===== config.mk =====
export PLATFORM = sky130hd
export DESIGN_NAME = box_compositor
export DESIGN_NICKNAME = d
export VERILOG_FILES = /design/src/rtl/box_compositor_pkg.sv /design/src/rtl/box_hit.sv /design/src/rtl/box_compositor.sv
export SDC_FILE = /design/constraint.sdc
export NUM_CORES = 2
export LEC_CHECK = 0
export ABC_AREA = 1
export BUFFER_PORTS_ARGS = -buffer_cell sky130_fd_sc_hd__buf_2
export CAP_MARGIN = 20
export CORE_MARGIN = 8
export CORE_UTILIZATION = 40
export CTS_CLUSTER_DIAMETER = 80
export DETAILED_ROUTE_END_ITERATION = 12
export GPL_TIMING_DRIVEN = 0
export PLACE_DENSITY_LB_ADDON = 0.05
export SLEW_MARGIN = 15
export SYNTH_ARGS = -nofsm -noshare
export SYNTH_HDL_FRONTEND = slang
export SYNTH_SLANG_ARGS = --single-unit

===== constraint.sdc =====
create_clock -name CLK_50 -period 2.8 [get_ports CLK_50]
set_input_delay 0.42 -clock CLK_50 [delete_from_list [all_inputs] [get_ports CLK_50]]
set_output_delay 0.42 -clock CLK_50 [all_outputs]
set_load 0.1 [all_outputs]

===== src/rtl/box_compositor_pkg.sv =====
// ---------------------------------------------------------------------------
// box_compositor_pkg
// Shared constants and the object record type for the box compositor.
// A record describes one rectangle: top-left (x, y), size (w, h), a color
// and an enable bit. Record fields are sized by the default widths below.
// ---------------------------------------------------------------------------
package box_compositor_pkg;

  localparam int COORD_W_DEF = 10;  // pixel coordinate width
  localparam int COLOR_W_DEF = 12;  // 4-bit R, G, B

  typedef struct packed {
    logic [COORD_W_DEF-1:0] x;
    logic [COORD_W_DEF-1:0] y;
    logic [COORD_W_DEF-1:0] w;
    logic [COORD_W_DEF-1:0] h;
    logic [COLOR_W_DEF-1:0] color;
    logic                   on;
  } box_rec_t;

  // True when two or more bits of v are set (v & (v-1) drops the lowest one).
  function automatic logic multi_hot(input logic [15:0] v);
    return (v & (v - 16'd1)) != 16'd0;
  endfunction

endpackage


===== src/rtl/box_hit.sv =====
// ---------------------------------------------------------------------------
// box_hit
// Combinational hit test of one raster coordinate against one rectangle.
// Ports:
//   i_x_pix, i_y_pix : current raster coordinate
//   i_x, i_y         : rectangle top-left corner
//   i_w, i_h         : rectangle size (0 in either never hits)
//   i_on             : rectangle enable
//   o_hit            : coordinate lies inside the enabled rectangle
// ---------------------------------------------------------------------------
module box_hit #(
  parameter int COORD_W = 10
) (
  input  logic [COORD_W-1:0] i_x_pix,
  input  logic [COORD_W-1:0] i_y_pix,
  input  logic [COORD_W-1:0] i_x,
  input  logic [COORD_W-1:0] i_y,
  input  logic [COORD_W-1:0] i_w,
  input  logic [COORD_W-1:0] i_h,
  input  logic               i_on,
  output logic               o_hit
);

  // One extra bit on the far edges so a box hanging off the right/bottom of
  // the coordinate space does not wrap around onto the left/top.
  logic [COORD_W:0] w_x_end;
  logic [COORD_W:0] w_y_end;
  logic             w_in_x;
  logic             w_in_y;

  assign w_x_end = {1'b0, i_x} + {1'b0, i_w};
  assign w_y_end = {1'b0, i_y} + {1'b0, i_h};

  assign w_in_x = (i_x_pix >= i_x) && ({1'b0, i_x_pix} < w_x_end);
  assign w_in_y = (i_y_pix >= i_y) && ({1'b0, i_y_pix} < w_y_end);

  assign o_hit = i_on && (i_w != '0) && (i_h != '0) && w_in_x && w_in_y;

endmodule


===== src/rtl/box_compositor.sv =====
// ---------------------------------------------------------------------------
// box_compositor
// Overlays up to NUM_BOXES colored rectangles on a raster stream.
// Objects are written into shadow records at any time and become active
// together at frame_start. Each pixel passes a two-stage pipeline
// (hit vector, then priority color) that advances only on pix_en.
// Pixels covered by two or more objects flag those objects in a sticky
// accumulator, which is published on collide at every frame_start.
// Ports:
//   CLK_50, reset_n          : clock, async active-low reset
//   pix_en                   : pixel strobe, advances the pipeline
//   X_pix, Y_pix, visible    : raster coordinate and active-area flag
//   frame_start              : start of vertical blank
//   wr_en, wr_idx, wr_x/y/w/h, wr_color, wr_on : object write port
//   pixel_color, hit_mask    : composited pixel, two strobes after input
//   collide                  : objects that overlapped during last frame
// Geometry/color are stored in the package record type, so COORD_W and
// COLOR_W are expected to match the package defaults.
// ---------------------------------------------------------------------------
module box_compositor
  import box_compositor_pkg::*;
#(
  parameter int                 NUM_BOXES = 8,
  parameter int                 COORD_W   = COORD_W_DEF,
  parameter int                 COLOR_W   = COLOR_W_DEF,
  parameter logic [COLOR_W-1:0] BG_COLOR  = '0,
  localparam int                IDX_W     = (NUM_BOXES > 1) ? $clog2(NUM_BOXES) : 1
) (
  input  logic                 CLK_50,
  input  logic                 reset_n,
  input  logic                 pix_en,
  input  logic [COORD_W-1:0]   X_pix,
  input  logic [COORD_W-1:0]   Y_pix,
  input  logic                 visible,
  input  logic                 frame_start,
  input  logic                 wr_en,
  input  logic [IDX_W-1:0]     wr_idx,
  input  logic [COORD_W-1:0]   wr_x,
  input  logic [COORD_W-1:0]   wr_y,
  input  logic [COORD_W-1:0]   wr_w,
  input  logic [COORD_W-1:0]   wr_h,
  input  logic [COLOR_W-1:0]   wr_color,
  input  logic                 wr_on,
  output logic [COLOR_W-1:0]   pixel_color,
  output logic [NUM_BOXES-1:0] hit_mask,
  output logic [NUM_BOXES-1:0] collide
);

  box_rec_t               r_shadow [NUM_BOXES];
  box_rec_t               r_active [NUM_BOXES];
  box_rec_t               w_wr_rec;
  logic                   w_wr_ok;
  logic [NUM_BOXES-1:0]   w_hit;
  logic [NUM_BOXES-1:0]   r_hit1;
  logic [COLOR_W-1:0]     w_color;
  logic [NUM_BOXES-1:0]   r_acc;
  logic [NUM_BOXES-1:0]   w_acc_next;

  // ---- object write port ---------------------------------------------------
  always_comb begin
    w_wr_rec       = '0;
    w_wr_rec.x     = COORD_W_DEF'(wr_x);
    w_wr_rec.y     = COORD_W_DEF'(wr_y);
    w_wr_rec.w     = COORD_W_DEF'(wr_w);
    w_wr_rec.h     = COORD_W_DEF'(wr_h);
    w_wr_rec.color = COLOR_W_DEF'(wr_color);
    w_wr_rec.on    = wr_on;
  end

  // Out-of-range indices (possible when NUM_BOXES is not a power of two)
  // are dropped.
  assign w_wr_ok = wr_en && ({1'b0, wr_idx} < (IDX_W+1)'(NUM_BOXES));

  // NOTE: the object records are a small register file, not a RAM, and must
  // power up disabled, so they sit on the async reset like any other flop.
  always_ff @(posedge CLK_50 or negedge reset_n) begin
    if (!reset_n) begin
      for (int i = 0; i < NUM_BOXES; i++) begin
        r_shadow[i] <= '0;
        r_active[i] <= '0;
      end
    end else begin
      for (int i = 0; i < NUM_BOXES; i++) begin
        // active takes the pre-write shadow, so a write coinciding with
        // frame_start waits for the following frame_start.
        if (frame_start) r_active[i] <= r_shadow[i];
        if (w_wr_ok && (wr_idx == IDX_W'(i))) r_shadow[i] <= w_wr_rec;
      end
    end
  end

  // ---- stage 0: per-object hit tests -----------------------------------------
  for (genvar g = 0; g < NUM_BOXES; g++) begin : g_hit
    box_hit #(.COORD_W(COORD_W)) u_box_hit (
      .i_x_pix (X_pix),
      .i_y_pix (Y_pix),
      .i_x     (COORD_W'(r_active[g].x)),
      .i_y     (COORD_W'(r_active[g].y)),
      .i_w     (COORD_W'(r_active[g].w)),
      .i_h     (COORD_W'(r_active[g].h)),
      .i_on    (r_active[g].on),
      .o_hit   (w_hit[g])
    );
  end

  // ---- stage 1: registered hit vector, blanked outside the active area ---------
  always_ff @(posedge CLK_50 or negedge reset_n) begin
    if (!reset_n) begin
      r_hit1 <= '0;
    end else if (pix_en) begin
      r_hit1 <= visible ? w_hit : '0;
    end
  end

  // ---- stage 2: priority color ---------------------------------------------
  // NOTE: w_color gets its default before the loop, so every path assigns it
  // and no latch is inferred. Walking from the highest index down with
  // blocking assignments leaves the lowest hitting index as the winner.
  always_comb begin
    w_color = BG_COLOR;
    for (int i = NUM_BOXES - 1; i >= 0; i--) begin
      if (r_hit1[i]) w_color = COLOR_W'(r_active[i].color);
    end
  end

  always_ff @(posedge CLK_50 or negedge reset_n) begin
    if (!reset_n) begin
      pixel_color <= BG_COLOR;
      hit_mask    <= '0;
    end else if (pix_en) begin
      pixel_color <= w_color;
      hit_mask    <= r_hit1;
    end
  end

  // ---- collision accumulator ------------------------------------------------
  // frame_start empties the accumulator, but a multi-hit pixel entering
  // stage 2 in that same cycle still lands in the fresh accumulator.
  always_comb begin
    w_acc_next = frame_start ? '0 : r_acc;
    if (pix_en && multi_hot(16'(r_hit1))) w_acc_next = w_acc_next | r_hit1;
  end

  always_ff @(posedge CLK_50 or negedge reset_n) begin
    if (!reset_n) begin
      r_acc   <= '0;
      collide <= '0;
    end else begin
      r_acc <= w_acc_next;
      if (frame_start) collide <= r_acc;
    end
  end

endmodule

==> impl_results.md <==
- WL/cell: 23.4 um
- Routed WL: 174 mm
- CP delay by family, top: simple AND/OR/NAND/NOR gates
- IO buf count: 107
- Area grow syn2layout: 15.8%
- DIE AREA: 130000 um^2
- Most area-hungry cell type in the Yosys netlist: dfrtp_1
- Max stage delay on crit path: 0.50 ns
- Fraction of layout cells with a size suffix above 1: 0.117
- Total grt overflow: 0
- Area occupied by multi-input gates: 22500 um^2
- Clk slew on worst S/H paths: 0.06 ns
- Power density over the cells: 812 nW/um^2
- WP data required: 3.42 ns
- Pre-CTS setup slack: -0.528 ns
- Hold Crit Start: pix_en
- Mapped cell area: 47600 um^2
- Placer's final routability congestion estimate: 0.882
- Fin. max-slew vios: 0
- Vias per cell: 5.30
- Synth area leaders: dfrtp_1, ha_1, nand2_1, o21ai_0, inv_1
- Cells after DPL: 7168
- Gate Count Post-Synth: 5515
- Critical path's slowest cell: nand4_1
- Clock sinks: 892
- Crit-path max FO: 4
- Worst Slack Setup Final: -0.280 ns
- Cell leakage power: 0.0272 uW
- Row Count: 126
- Top cell type's share of synthesized area: 0.469
- Final net count: 6367
- Reg2reg start: r_active[202]$_DFFE_PN0P_
- IO Count: 110
- Core area: 118000 um^2
- Max Cap Violations: 0
- Count of state elements after synthesis: 892
- Initial antenna violation count: 16
- Seq/Total Area, Yosys: 0.469
- Most frequent cells in the layout: nand2_1, dfrtp_1, o21ai_0
- Synth warn: 0
- CP dominant cell by count: nand2_1
- Mapped Avg Cell Area: 8.63 um^2
- RSZ-0062 raised after global routing: yes
- Design area: 55100 um^2
- FF/Latch Area: 22300 um^2
- Fillers: 11757
- Yosys cell types: 36
- Number of global-route vias before repair: 39084
- Detailed Routing Iterations Pass 1: 7
- Hold Vio Cnt, Final: 0
- Setup violations, final: 5
- CTS tree: yes
- Gr usage total: 0.261
- First-pass GRT wire length: 255 mm
- Die height: 361 um
- Violated checks: setup timing
- CTS Buffer Depth: 3
- H-Tree Depth: 3
- DR vias: 39353
- Antenna Nets Post-Route: 0
- Placement Cell Area: 50300 um^2
- Die W: 361 um
- Crit path time final: 3.08 ns
- Worst Tran Pin Value: 1.12 ns
- Worst Setup SP: r_active[202]$_DFFE_PN0P_
- Initial core utilization: 0.403
- Final hold slack: 0.0890 ns
- Clock latency on the worst-skew pair: 0.70 ns
- Hold WC Path Type: input port to flip-flop
- DRT iter0 DRCs: 2906
- Pin count of the biggest net entering global routing: 137
- CP Launch Type: flip-flop
- Most common cell after layout, fill and taps aside: nand2_1
- DP HPWL: 126 mm
- DRC viols: 0
- CP Cell Sequence: ha_4 -> fa_2 -> a21oi_4 -> buf_6 -> nor2_2 -> nor2_1 -> xor2_1 -> ha_1 -> a21oi_1 -> nand2_1 -> nand2_1 -> nand2_1 -> nand2_2 -> nand4_1 -> nand2_1
- Kind of critical path: flip-flop to flip-flop
- Synthesized Nets: 6077
- CP bufs+invs: 1
- Period utilization: 1.10
- Status: complete, but fails checks
- Crit. End Element: flip-flop
- Peak Freq: 325 MHz
- Clock Tree Root: clkbuf_16
- Worst vdd ir: 0.524 mV
- Clock buffer count from CTS: 103
- Total power: 44800 uW
- Headroom to the max-slew limit: 0.249
- Skew final: 0.0370 ns
- Final Non-Filler Cells: 7430
- Crit path DAT: 3.69 ns
[cell type report]
cell class	instances	area share
Clock buffer	156	0.0569
Timing Repair Buffer	185	0.0243
Antenna cell	6	0.000272
Clock inverter	32	0.00756
Multi-Input combinational cell	3774	0.409
Sequential cell	892	0.405
Tap cell	1536	0.0349
Inverter	651	0.0443
Buffer	198	0.0173
[worst paths after layout]
kind | to | cells past startpoint | slack, ns
max | r_hit1[4]$_DFFE_PN0P_ | 15 | -0.28
min | pixel_color[0]$_DFFE_PN0P_ | 3 | 0.09
max reg2reg | r_hit1[4]$_DFFE_PN0P_ | 15 | -0.28
min reg2reg | r_active[203]$_DFFE_PN0P_ | 2 | 0.47
max in group asynchronous | r_shadow[253]$_DFFE_PN0P_ | 4 | 0.78
min in group asynchronous | r_active[58]$_DFFE_PN0P_ | 2 | 0.31
[where the power goes]
| part | internal [uW] | leakage [uW] | switching (uW) |
|---|---|---|---|
| combinational | 5280 | 0.0143 | 8380 |
| sequential | 15300 | 0.0112 | 1680 |
| clock | 8370 | 0.00174 | 5760 |
| total | 28900 | 0.0272 | 15800 |
[what timing repair did]
action,CTS,global route
resized for setup,85,105
pin swaps,65,88
endpoints found under the setup margin,8,8
hold endpoints to repair,98,0
setup buffers,39,18
hold buffers,11,0
[routing by layer]
layer | GRT usage | vias to the layer above | part of all wire
met5 | 0 | - | 0.000075
li1 | - | 18728 | -
met4 | 0.0802 | 2 | 0.032
met3 | 0.0306 | 227 | 0.051
met2 | 0.445 | 1003 | 0.48
met1 | 0.349 | 19393 | 0.44
[cells by family (layout without fill, tap and decap cells)]
kind of cell / Yosys count / count (layout) / share of synthesized area
AOI/OAI and AO/OA: 1249 / 1249 / 0.136
xor gates and xnor gates: 113 / 113 / 0.0208
adders and majority gates: 480 / 480 / 0.129
buffers and inverters: 849 / 1222 / 0.0713
DFF: 892 / 892 / 0.469
muxes: 83 / 83 / 0.0196
other: 0 / 6 / 0
and+or+nand+nor: 1849 / 1849 / 0.155
[metrics by stage]
stage | utilization | setup TNS [ns]
2_1_floorplan | - | 0
3_3_place_gp | 0.424 | -
3_5_place_dp | 0.426 | -2.86
4_1_cts | 0.462 | -1.07
5_1_grt | 0.467 | -2.14
6_report | 0.467 | -0.919
[synthesized netlist by cell type]
master and number:
nand3_1 97, mux2_2 83, o22ai_1 17, nor4_1 12, a22oi_1 1, inv_1 647, dfrtp_1 892, nor3_4 1
inv_2 1, nand2_1 1352, o211ai_1 20, a31oi_1 1, a21o_1 11, xor2_1 65, clkinv_1 3, nor3_1 17
a211oi_1 2, o2111ai_1 2, nor2_2 2, o21ai_1 6, o21ai_0 802, o21bai_1 3, buf_2 79, o221ai_1 11
ha_1 464, fa_1 16, a21oi_1 353, buf_4 21, or2_2 3, nand4_1 90, nor2_1 274, xnor2_1 48
clkbuf_1 94, nand2_2 1, o21a_1 20, buf_6 4
[registers in the layout, indices dropped and copies added (netlist names)]
| register | flops |
|---|---|
| collide | 8 |
| hit_mask | 8 |
| pixel_color | 12 |
| r_acc | 8 |
| r_active | 424 |
| r_hit1 | 8 |
| r_shadow | 424 |
[worst min-delay path, stage by stage]
cell and delay [ns]:
buf_2 0.16, nor2_1 0.11, a21oi_1 0.05
(Power assumes the default switching activity.)
